$ cat config.mk
export PLATFORM = sky130hd
export DESIGN_NAME = memory_access_scheduler
export DESIGN_NICKNAME = d
export VERILOG_FILES = /design/src/rtl/memory_access_scheduler.sv
export SDC_FILE = /design/constraint.sdc
export NUM_CORES = 1
export LEC_CHECK = 0
export BUFFER_PORTS_ARGS = -buffer_cell sky130_fd_sc_hd__buf_2
export CORE_ASPECT_RATIO = 0.8
export CORE_MARGIN = 2
export CORE_UTILIZATION = 45
export DETAILED_ROUTE_END_ITERATION = 16
export PLACE_DENSITY = 0.76
export SYNTH_ARGS = -nofsm -noshare
export SYNTH_HDL_FRONTEND = slang
export SYNTH_SLANG_ARGS = --single-unit
$ cat constraint.sdc
create_clock -name clock -period 2.35 [get_ports clock]
set_input_delay 0.235 -clock clock [delete_from_list [all_inputs] [get_ports clock]]
set_output_delay 0.235 -clock clock [all_outputs]
set_load 0.1 [all_outputs]
$ cat src/rtl/memory_access_scheduler.sv
`timescale 1ns/1ps
// memory_access_scheduler: arbitrates CPU, DMA and refresh traffic onto a single memory port.
// Latency: grant on the first IDLE edge that sees a request; mem_request one clock later; ready one clock after mem_ack.
// Backpressure: requesters hold their level until ready; the memory stalls a command by withholding mem_ack.
module memory_access_scheduler #(
  parameter int REFRESH_INTERVAL    = 72,
  parameter int REFRESH_MAX_PENDING = 4,
  parameter int DMA_BURST_LIMIT     = 2
) (
  input  logic        clock,
  input  logic        reset_n,
  // CPU requester
  input  logic        cpu_request,
  input  logic        cpu_write,
  input  logic [19:0] cpu_address,
  input  logic [7:0]  cpu_data_in,
  output logic        cpu_ready,
  output logic [7:0]  cpu_data_out,
  // DMA requester
  input  logic        dma_request,
  input  logic        dma_write,
  input  logic [19:0] dma_address,
  input  logic [7:0]  dma_data_in,
  output logic        dma_ready,
  output logic [7:0]  dma_data_out,
  // refresh control
  input  logic        refresh_enable,
  // memory port
  output logic        mem_request,
  output logic        mem_write,
  output logic        mem_refresh,
  output logic [19:0] mem_address,
  output logic [7:0]  mem_data_out,
  input  logic        mem_ack,
  input  logic [7:0]  mem_data_in,
  // status
  output logic        busy
);

  localparam int              CNT_W      = $clog2(REFRESH_INTERVAL);
  localparam logic [CNT_W-1:0] CNT_RELOAD = CNT_W'(REFRESH_INTERVAL - 1);
  localparam logic [3:0]      PEND_MAX   = 4'(REFRESH_MAX_PENDING);
  localparam logic [1:0]      STREAK_MAX = 2'(DMA_BURST_LIMIT);

  typedef enum logic [2:0] {
    ST_IDLE       = 3'd0,
    ST_CPU_ACCESS = 3'd1,
    ST_DMA_ACCESS = 3'd2,
    ST_REFRESH    = 3'd3,
    ST_COMPLETE   = 3'd4
  } state_t;

  state_t            state_q, state_d;
  logic              owner_dma_q, owner_dma_d;   // which requester COMPLETE reports to
  logic              mem_request_q, mem_request_d;
  logic              mem_write_q, mem_write_d;
  logic              mem_refresh_q, mem_refresh_d;
  logic [19:0]       mem_address_q, mem_address_d;
  logic [7:0]        mem_data_out_q, mem_data_out_d;
  logic [7:0]        cpu_data_out_q, cpu_data_out_d;
  logic [7:0]        dma_data_out_q, dma_data_out_d;
  logic [3:0]        pending_q, pending_d;
  logic [7:0]        refresh_row_q, refresh_row_d;
  logic [1:0]        streak_q, streak_d;
  logic [CNT_W-1:0]  refresh_cnt_q, refresh_cnt_d;

  logic              gnt_refresh, gnt_cpu, gnt_dma;
  logic              ack_seen;
  logic              refresh_ack;
  logic              refresh_tick;

  // A command only completes once the memory has actually seen mem_request.
  assign ack_seen    = mem_request_q && mem_ack;
  assign refresh_ack = (state_q == ST_REFRESH) && ack_seen;

  // Fixed-priority arbitration; only acted upon while IDLE.
  always_comb begin
    gnt_refresh = 1'b0;
    gnt_cpu     = 1'b0;
    gnt_dma     = 1'b0;
    if (pending_q == PEND_MAX) begin
      gnt_refresh = 1'b1;                       // refresh backlog is full, it cannot wait
    end else if (cpu_request && (streak_q == STREAK_MAX)) begin
      gnt_cpu = 1'b1;                           // CPU has been starved by DMA long enough
    end else if (dma_request) begin
      gnt_dma = 1'b1;
    end else if (cpu_request) begin
      gnt_cpu = 1'b1;
    end else if (pending_q != 4'd0) begin
      gnt_refresh = 1'b1;                       // opportunistic refresh when the port is free
    end
  end

  // Refresh interval counter and pending-refresh backlog.
  always_comb begin
    refresh_cnt_d = refresh_cnt_q;
    pending_d     = pending_q;
    refresh_tick  = 1'b0;
    if (refresh_enable) begin
      if (refresh_cnt_q == '0) begin
        refresh_cnt_d = CNT_RELOAD;
        refresh_tick  = 1'b1;
      end else begin
        refresh_cnt_d = refresh_cnt_q - 1'b1;
      end
    end
    // A new request and a serviced refresh in the same clock cancel out.
    if (refresh_tick && !refresh_ack) begin
      if (pending_q != PEND_MAX) begin
        pending_d = pending_q + 1'b1;
      end
    end else if (!refresh_tick && refresh_ack) begin
      pending_d = pending_q - 1'b1;
    end
  end

  // Scheduler FSM: grant, hold the memory command until ack, then report completion.
  always_comb begin
    state_d        = state_q;
    owner_dma_d    = owner_dma_q;
    mem_request_d  = mem_request_q;
    mem_write_d    = mem_write_q;
    mem_refresh_d  = mem_refresh_q;
    mem_address_d  = mem_address_q;
    mem_data_out_d = mem_data_out_q;
    cpu_data_out_d = cpu_data_out_q;
    dma_data_out_d = dma_data_out_q;
    refresh_row_d  = refresh_row_q;
    streak_d       = streak_q;

    case (state_q)
      ST_IDLE: begin
        if (!cpu_request) begin
          streak_d = 2'd0;
        end
        if (gnt_refresh) begin
          state_d        = ST_REFRESH;
          mem_refresh_d  = 1'b1;
          mem_write_d    = 1'b0;
          mem_address_d  = {12'h000, refresh_row_q};
          mem_data_out_d = 8'h00;
        end else if (gnt_cpu) begin
          state_d        = ST_CPU_ACCESS;
          mem_refresh_d  = 1'b0;
          mem_write_d    = cpu_write;
          mem_address_d  = cpu_address;
          mem_data_out_d = cpu_write ? cpu_data_in : 8'h00;
          streak_d       = 2'd0;
        end else if (gnt_dma) begin
          state_d        = ST_DMA_ACCESS;
          mem_refresh_d  = 1'b0;
          mem_write_d    = dma_write;
          mem_address_d  = dma_address;
          mem_data_out_d = dma_write ? dma_data_in : 8'h00;
          if (cpu_request && (streak_q != STREAK_MAX)) begin
            streak_d = streak_q + 1'b1;
          end
        end
      end

      ST_CPU_ACCESS, ST_DMA_ACCESS, ST_REFRESH: begin
        if (ack_seen) begin
          mem_request_d = 1'b0;
          if (state_q == ST_REFRESH) begin
            state_d       = ST_IDLE;
            mem_refresh_d = 1'b0;
            refresh_row_d = refresh_row_q + 8'd1;
          end else begin
            state_d     = ST_COMPLETE;
            owner_dma_d = (state_q == ST_DMA_ACCESS);
            if (!mem_write_q) begin
              if (state_q == ST_DMA_ACCESS) begin
                dma_data_out_d = mem_data_in;
              end else begin
                cpu_data_out_d = mem_data_in;
              end
            end
          end
        end else begin
          // First cycle after grant raises the request; later cycles simply hold it.
          mem_request_d = 1'b1;
        end
      end

      ST_COMPLETE: begin
        state_d = ST_IDLE;
      end

      default: begin
        state_d = ST_IDLE;
      end
    endcase
  end

  // State registers; reset aborts any in-flight command immediately.
  always_ff @(posedge clock or negedge reset_n) begin
    if (!reset_n) begin
      state_q        <= ST_IDLE;
      owner_dma_q    <= 1'b0;
      mem_request_q  <= 1'b0;
      mem_write_q    <= 1'b0;
      mem_refresh_q  <= 1'b0;
      mem_address_q  <= 20'h00000;
      mem_data_out_q <= 8'h00;
      cpu_data_out_q <= 8'h00;
      dma_data_out_q <= 8'h00;
      pending_q      <= 4'd0;
      refresh_row_q  <= 8'h00;
      streak_q       <= 2'd0;
      refresh_cnt_q  <= CNT_RELOAD;
    end else begin
      state_q        <= state_d;
      owner_dma_q    <= owner_dma_d;
      mem_request_q  <= mem_request_d;
      mem_write_q    <= mem_write_d;
      mem_refresh_q  <= mem_refresh_d;
      mem_address_q  <= mem_address_d;
      mem_data_out_q <= mem_data_out_d;
      cpu_data_out_q <= cpu_data_out_d;
      dma_data_out_q <= dma_data_out_d;
      pending_q      <= pending_d;
      refresh_row_q  <= refresh_row_d;
      streak_q       <= streak_d;
      refresh_cnt_q  <= refresh_cnt_d;
    end
  end

  assign cpu_ready    = (state_q == ST_COMPLETE) && !owner_dma_q;
  assign dma_ready    = (state_q == ST_COMPLETE) &&  owner_dma_q;
  assign cpu_data_out = cpu_data_out_q;
  assign dma_data_out = dma_data_out_q;
  assign mem_request  = mem_request_q;
  assign mem_write    = mem_write_q;
  assign mem_refresh  = mem_refresh_q;
  assign mem_address  = mem_address_q;
  assign mem_data_out = mem_data_out_q;
  assign busy         = (state_q != ST_IDLE);

endmodule

# == Word-level counts from Yosys, hierarchy flattened ==
# Index checks and enable logic that the tools add are counted.
# word_totals
register_bits,72
latch_bits,0
mem_bits_rw,0
rom_bits,0
inputBits,72
word_cells,107
mem_count,0
# classes
add_sub_neg,5
n_mul,0
div,0
order_cmp,0
eq_ne,12
shift,0
mux,47
bitwise_logic,3
n_reduce_logical,27
# op_table
op,n
2-to-1 mux 20 bit,3
2-to-1 mux 8 bit,5
2-to-1 mux 1 bit,23
2-to-1 mux 3 bit,5
2-to-1 mux 4 bit,3
2-to-1 mux 2 bit,5
AND reduction 5 bit,2
adder 8 x 1 -> 8 bit (second input constant),1
logical AND 1 bit,8
logical NOT 7 bit,1
2-to-1 mux 7 bit,1
subtractor 7 x 1 -> 7 bit (second input constant),1
== test 3 x 2 -> 1 bit (second input constant),2
!= test 2 bit (second input constant),3
case mux 3 bit (2 select lines),1
AND reduction 2 bit,3
AND reduction 3 bit,2
nonzero test 3 bit,2
adder 4 x 1 -> 4 bit (second input constant),1
== test 4 x 3 -> 1 bit (second input constant),1
!= test 4 x 3 -> 1 bit (second input constant),1
!= test 4 bit (second input constant),1
AND reduction 4 bit,1
nonzero test 2 bit,2
12 further kinds,16

# == Logic depth before layout (Yosys ltp) ==
# Gate-level depths: netlist of the first run.
# depth
depth_word,8
depth_mapped,11
ltp_nobuf,11

# == Least setup slack after synthesis of the first run ==
# OpenSTA, ideal clock, no wires.
# synth_path
path_kind,register to register
from,register mem_request_q (netlist: mem_request)
to,register pending_q[3]
setup_ns,0.079
arrival_time_ns,2.542
required_ns,2.271
setup_slack_ns,-0.272
stages_incl_launch_ff,11
path_buffers,1
synth_period_minus_slack_ns,2.622
cell_sequence,dfrtp_1 and3b_1 clkbuf_2 nand3_1 nand2_1 ha_1 a21o_1 a21oi_1 nand3_1 o21ai_2 xor2_1
# synth_between
elab_chain_cells,6
elab_cells_between_ends,9
classes_between,1 x eq/ne; 1 x mux; 7 x reduce/logical
# synth_rtl
element,line_no,rtl
start: declaration,55,"logic mem_request_q, mem_request_d;"
start signal: assignment,214,mem_request_q <= mem_request_d;
logical AND 1 bit *,73,assign ack_seen = mem_request_q && mem_ack;
logical AND 1 bit *,74,assign refresh_ack = (state_q == ST_REFRESH) && ack_seen;
logical NOT 1 bit,108,if (refresh_tick && !refresh_ack) begin
logical AND 1 bit,108,
!= test 2 x 1 -> 1 bit (no line) or nonzero test 2 bit (tied branches),n/a,
AND reduction 2 bit (no line),n/a,
end signal: assignment,221,pending_q <= pending_d;
end: declaration,62,"logic [3:0] pending_q, pending_d;"
# Every way passes the cells marked *; elsewhere a longest branch is shown, timed or not.
# A chain may end at the register's enable or synchronous reset.

# == Final worst setup path of the first run ==
# layout_path
from,register refresh_cnt_q[0]
to,register pending_q[3]
# layout_between
elab_chain_cells,7
elab_cells_between_ends,10
classes_between,1 x eq/ne; 3 x mux; 6 x reduce/logical
# layout_rtl
element,line_no,rtl
start: declaration,65,"logic [CNT_W-1:0] refresh_cnt_q, refresh_cnt_d;"
start signal: assignment,224,refresh_cnt_q <= refresh_cnt_d;
logical NOT 7 bit *,100,if (refresh_cnt_q == '0) begin
2-to-1 mux 1 bit *,100,
2-to-1 mux 1 bit *,99,if (refresh_enable) begin
logical NOT 1 bit,112,end else if (!refresh_tick && refresh_ack) begin
logical AND 1 bit,112,
nonzero test 2 bit (no line),n/a,
AND reduction 2 bit (no line),n/a,
# Marks and branches as above.

==> impl_metrics.json, run 1 <==
{
  "status": "finished, final reports clean",
  "clk_pin_slew_ns": 0.08,
  "finalCriticalPeriod_ns": 2.25,
  "syn2layout_area_growth_pct": 28.1,
  "fin_cells": 570,
  "syn-num-nets": 415,
  "die_h_um": 82.8,
  "htree_levels": 3,
  "dp_slack_ns": 0.00973,
  "synth_compound_area_frac": 0.172,
  "drc": 0,
  "first_global_vias": 2943,
  "worstPathArrival_ns": 2.48,
  "clockRootBuffer": "clkbuf_8",
  "drt_iter0_drc": 105,
  "portBuffers": 121,
  "place_congestion": 0.823,
  "final_common_cell": "buf_2",
  "rows": 28,
  "die-width_um": 103,
  "critPathRequiredTime_ns": 2.58,
  "dpl.hpwl_mm": 5.83,
  "fin_worst_skew_ns": 0.00829,
  "crit_path_cell_trace": "inv_1 > ha_1 > nor3b_2 > and2_4 > nand2_2 > ha_1 > a21o_1 > a21oi_2 > buf_4 > o21ai_2 > xor2_1",
  "holdCritPathClass": "in -> reg",
  "fin_nets": 539,
  "synth-simple-area-share": 0.155,
  "met2_usage": 0.319,
  "grt_antenna_before_repair": 0,
  "n_antenna_cell": 0,
  "synth_xor_area_frac": 0.0376,
  "io_pins": 122,
  "ys_warn_count": 0,
  "viasPerCell": 5.19,
  "drv_slew": 0,
  "cp_num_buf_inv": 2,
  "drive_gt1_frac": 0.394,
  "synthCells": 336,
  "path_class": "reg -> reg",
  "core_um2": 7460,
  "synth_top_area_frac": 0.487,
  "setup_tns_ns": 0,
  "cap_violations": 0,
  "worstMarginPinSlew_ns": 0.670,
  "worst_path_max_delay_cell": "dfstp_2",
  "clock_latency_ns": 0.34,
  "yosysSeqAreaShare": 0.517,
  "cpMostUsedCell": "ha_1",
  "hold_violations": 0,
  "cts_buffers": 9,
  "worst_slack_ns": 0.0968,
  "n_fill_cell": 656,
  "yosysTopAreaCell": "dfrtp_1",
  "start_util": 0.468,
  "drtAntennaViolNets": 0,
  "wirelength_mm": 8.18,
  "synth_area_leaders": "dfrtp_1 49%, mux2_2 5.5%, nor2_1 4.2%",
  "min_period_over_period": 0.959,
  "synth_mux_area_frac": 0.0609,
  "track_usage": 0.206,
  "path_max_fanout": 5,
  "met1_usage": 0.283,
  "cts_tree": "yes",
  "rsz0062_at_grt": "no",
  "dp.cells": 552,
  "worst_setup_path_end_kind": "register",
  "grt_pass1_wl_mm": 14.0,
  "cts_buffer_depth": 2,
  "via_count": 2960,
  "dieArea_um2": 8490,
  "syn_area_per_cell_um2": 10.4,
  "synth_area_um2": 3490,
  "wl_per_cell_um": 14.4,
  "start_kind": "register",
  "grt_use_met3": 0.0657,
  "grt_max_degree": 46,
  "gr-total-overflow": 0,
  "max_slew_margin": 0.552,
  "crit_family": "flip-flops",
  "synth_cell_types": 53,
  "finalSetupViolCount": 0,
  "clock-sinks": 72,
  "synth_fa_ha_area_frac": 0.0272,
  "ys_seq_elements": 72,
  "first_pass_iters": 4,
  "grt_busiest_layer": "met2",
  "max_clock_freq_mhz": 444,
  "final_cell_mix": "121 x buf_2, 67 x dfrtp_1, 39 x nor2_1",
  "max_stage_delay_ns": 0.55,
  "fin_util": 0.600,
  "synth_top_family_by_area": "compound AO/OA/AOI/OAI gates"
}
[worst reg2reg max path, cell delays in order (launching register included)]
cell and delay (ns):
dfstp_2 0.55, inv_1 0.06, ha_1 0.20, nor3b_2 0.16, and2_4 0.18, nand2_2 0.08, ha_1 0.24, a21o_1 0.19
a21oi_2 0.15, buf_4 0.14, o21ai_2 0.06, xor2_1 0.13
[sequential cells by signal, summed over array words and instances (netlist names)]
name / cells
mem_address: 20
cpu_data_out: 8
dma_data_out: 8
mem_data_out: 8
refresh_row_q: 8
refresh_cnt_q: 7
pending_q: 4
state_q: 3
streak_q: 2
mem_refresh: 1
mem_request: 1
mem_write: 1
owner_dma_q: 1
[synth_stat cells, drive strengths merged]
| cell type | n |
|---|---|
| xnor2 | 9 |
| nor3 | 3 |
| a211o | 1 |
| nand2b | 2 |
| o41ai | 1 |
| and3 | 11 |
| o21ba | 1 |
| a31oi | 8 |
| or3 | 4 |
| dfrtp | 68 |
| and3b | 1 |
| a22o | 2 |
| clkbuf | 11 |
| nor3b | 2 |
| nand3b | 3 |
| a21o | 3 |
| o21ai | 26 |
| nor4 | 1 |
| nor2 | 39 |
| dfstp | 4 |
| a221oi | 13 |
| o31ai | 1 |
| and2 | 2 |
| mux2 | 18 |
| o2bb2a | 1 |
| fa | 1 |
| nand3 | 2 |
| mux2i | 1 |
| xor2 | 6 |
| nand4 | 3 |
| inv | 5 |
| buf | 8 |
| a22oi | 9 |
| nand2 | 33 |
| a21oi | 14 |
| ha | 6 |
| nor2b | 3 |
| nor4b | 2 |
| o21a | 8 |
[logic make-up after synthesis]
kind of cell               count (synthesis)
AOI/OAI and AO/OA                         88
adders and majority gates                  7
DFF                                       72
and+or+nand+nor                          111
xor gates and xnor gates                  15
muxes                                     19
buffers and inverters                     24
[final cells by class]
type	count	area [um^2]	share of cell area
inverter	5	18.8	0.00419
sequential	72	1810	0.404
timing repair buffer	132	703	0.157
multi-input combinational	240	1620	0.362
tap	105	131	0.0293
clock inverter	5	56.3	0.0126
clock buffer	11	141	0.0316
[stage by stage]
step | hold slack [ns] | cell area, um^2
after floorplan | -0.0606 | 3500
after global placement | 0.287 | 4230
after detailed placement | 0.296 | 4230
after CTS | 0.107 | 4450
after global routing | 0.125 | 4480
final | 0.122 | 4480
[final timing paths]
check	start	endpoint	slack (ns)	cells past startpoint
worst max register to register	refresh_cnt_q[0]$_DFFE_PN1P_	pending_q[3]$_DFFE_PN0P_	0.1	11
min in group asynchronous	reset_n	refresh_cnt_q[3]$_DFFE_PN0P_	0.46	2
max in group asynchronous	reset_n	mem_request$_DFFE_PN0P_	1.22	3
worst min register to register	refresh_row_q[7]$_DFFE_PN0P_	refresh_row_q[7]$_DFFE_PN0P_	0.47	1
worst max-delay path	refresh_cnt_q[0]$_DFFE_PN1P_	pending_q[3]$_DFFE_PN0P_	0.1	11
worst min-delay path	refresh_enable	refresh_cnt_q[1]$_DFFE_PN1P_	0.12	2
[layer usage]
| metal | routed length (um) | vias to the layer above |
|---|---|---|
| li1 | - | 1441 |
| met1 | 3750 | 1406 |
| met2 | 3760 | 103 |
| met3 | 589 | 10 |
| met4 | 86 | 0 |
| met5 | 0 | - |
[what timing repair did]
action                                  CTS  global route
endpoints found under the setup margin    2             1
endpoints found under the hold margin    23             0
hold buffers                              1             0
cloned                                    0             0
buffers inserted                          0             1
pin swaps                                 0             1
resized for setup                         2             4
Power of run 1 is not shown: default switching activity piles up to over one toggle a cycle in this logic, so the estimate is an artifact.
==> inputs of run 2 (changes only) <==
--- a/config.mk
+++ b/config.mk
@@ -8,9 +8,9 @@
 export BUFFER_PORTS_ARGS = -buffer_cell sky130_fd_sc_hd__buf_2
 export CORE_ASPECT_RATIO = 0.8
 export CORE_MARGIN = 2
-export CORE_UTILIZATION = 45
+export CORE_UTILIZATION = 35
+export CTS_CLUSTER_SIZE = 25
 export DETAILED_ROUTE_END_ITERATION = 16
-export PLACE_DENSITY = 0.76
 export SYNTH_ARGS = -nofsm -noshare
 export SYNTH_HDL_FRONTEND = slang
 export SYNTH_SLANG_ARGS = --single-unit
==> run 2 against run 1 <==
  * Fmax rose by 2.2%
  * Global-route usage shrank 3.9 points
  * Register-to-register slack better by 0.05 ns
  * Via count rose by 1.0%
  * Clock skew down 0.00087 ns
  * Design area up 4.5%
  * Die area increased by 27%
  * Final cell count is 6.1% higher
  * Hold slack got worse by 0.0088 ns
  * Routed wire length increased by 5.6%
  * First-iteration DRC count increased by 6.7%
  * Clock-buffer cell count unchanged
  * Largest cell class unchanged
  * Highest routed layer unchanged
==> impl_metrics.json, run 2 (synthesis results as in run 1) <==
{
  "status": "finished, final reports clean",
  "finalSetupViolCount": 0,
  "met3WireLength_um": 684,
  "holdCritPathClass": "in -> reg",
  "worstMarginPinSlew_ns": 0.546,
  "r2r-end": "pending_q[3]$_DFFE_PN0P_",
  "drtAntennaViolNets": 0,
  "wl_per_cell_um": 14.3,
  "r2r_setup_slack_ns": 0.14,
  "dieArea_um2": 10800,
  "n_antenna_cell": 0,
  "max_clock_freq_mhz": 454,
  "core_um2": 9690,
  "worstPathArrival_ns": 2.46,
  "viasPerCell": 4.94,
  "drt-met1-wl_mm": 3.85,
  "drv_slew": 0,
  "final_common_cell": "buf_2",
  "rsz0062_at_grt": "no",
  "worst_setup_path_end_kind": "register",
  "gr-total-overflow": 0,
  "finalCriticalPeriod_ns": 2.21,
  "grt_max_degree": 41,
  "worst_slack_ns": 0.145,
  "wl_met2_mm": 4.00,
  "path_max_fanout": 3,
  "crit_start": "refresh_cnt_q[0]$_DFFE_PN1P_",
  "track_usage": 0.167,
  "via_count": 2991,
  "post_cts_buffers": 0,
  "grt_pass1_wl_mm": 14.1,
  "worstReg2RegStart": "refresh_cnt_q[0]$_DFFE_PN1P_",
  "portBuffers": 121,
  "first_global_vias": 2982,
  "clk_pin_slew_ns": 0.06,
  "r2r_cells": 11,
  "hold_violations": 0,
  "drc": 0,
  "final_cell_area_um2": 4680,
  "dpl.hpwl_mm": 6.47,
  "clockRootBuffer": "clkbuf_16",
  "endpoint": "pending_q[3]$_DFFE_PN0P_",
  "cts_buffers": 9,
  "die_h_um": 93.4,
  "setup_tns_ns": 0,
  "place_congestion": 0.809,
  "rows": 32,
  "first_pass_iters": 4,
  "fin_nets": 543,
  "io_pins": 122,
  "drive_gt1_frac": 0.392,
  "htree_levels": 3,
  "final_cell_mix": "120 x buf_2, 67 x dfrtp_1, 39 x nor2_1",
  "grt_antenna_before_repair": 0,
  "cts_buffer_depth": 2,
  "clock-sinks": 72,
  "drt_iter0_drc": 112,
  "path_class": "reg -> reg",
  "dp_slack_ns": 0.0772,
  "wirelength_mm": 8.65,
  "max_slew_margin": 0.636,
  "die-width_um": 116,
  "start_kind": "register",
  "placed_cell_area_um2": 4310,
  "syn2layout_area_growth_pct": 33.9,
  "clock_latency_ns": 0.33,
  "cap_violations": 0,
  "start_util": 0.361,
  "min_period_over_period": 0.938,
  "critPathRequiredTime_ns": 2.61,
  "top_layer_used": "met4",
  "fin_worst_skew_ns": 0.00742,
  "cts_tree": "yes",
  "largest_register_ffs": 20
}
==> run 2: cell count changes in the layout (fill, tap and decap cells not counted), moves of 2 or more <==
| cell | delta |
|---|---|
| buf_4 | +5 |
| bufinv_16 | +2 |
| clkbuf_16 | +9 |
| clkbuf_8 | -9 |
==> run 2: cell type report <==
type | instances | area [um^2]
clock buffers | 11 | 243
clock inverters | 5 | 104
fillers | 938 | 5010
inverters | 5 | 18.8
multi-input cells | 240 | 1600
flip-flops and latches | 72 | 1810
well taps | 136 | 170
repair buffers | 136 | 736
==> run 2: repair_timing <==
action	in CTS	in global routing
resized for setup	0	2
hold buffers	1	0
endpoints found under the hold margin	39	0
endpoints found under the setup margin	0	1
==> run 2: worst min path at each step <==
stage | from | endpoint | slack (ns) | cells past startpoint
after floorplan | reset_n | cpu_data_out[0]$_DFFE_PN0P_ | -0.06 | 0
after global placement | reset_n | mem_address[7]$_DFFE_PN0P_ | 0.25 | 1
after detailed placement | reset_n | mem_address[18]$_DFFE_PN0P_ | 0.26 | 1
after CTS | refresh_enable | refresh_cnt_q[1]$_DFFE_PN1P_ | 0.10 | 2
after global routing | refresh_enable | refresh_cnt_q[1]$_DFFE_PN1P_ | 0.13 | 2
final | refresh_enable | refresh_cnt_q[1]$_DFFE_PN1P_ | 0.11 | 2
==> run 2: metal layers <==
metal	track usage	up-vias
li1	-	1452
met1	0.222	1429
met2	0.261	100
met3	0.0557	10
met4	0.0486	0
met5	0	-
==> run 2: per-stage QoR <==
stage | hold WS (ns) | std cells | utilization
floorplan | -0.0606 | 336 | -
global placement | 0.248 | 588 | 0.445
detailed placement | 0.257 | 588 | 0.445
CTS | 0.102 | 605 | 0.482
global route | 0.126 | 605 | 0.483
finish | 0.113 | 605 | 0.483
==> run 2: critical path, stage by stage, from the launching register on <==
cell and delay, ns:
dfstp_2 0.54, inv_1 0.06, ha_1 0.20, nor3b_1 0.14, and2_1 0.17, nand2_1 0.09, ha_1 0.23, a21o_1 0.19
a21oi_2 0.18, nand3_1 0.11, o21ai_2 0.07, xor2_1 0.15
Power of run 2 is left out for the same reason.
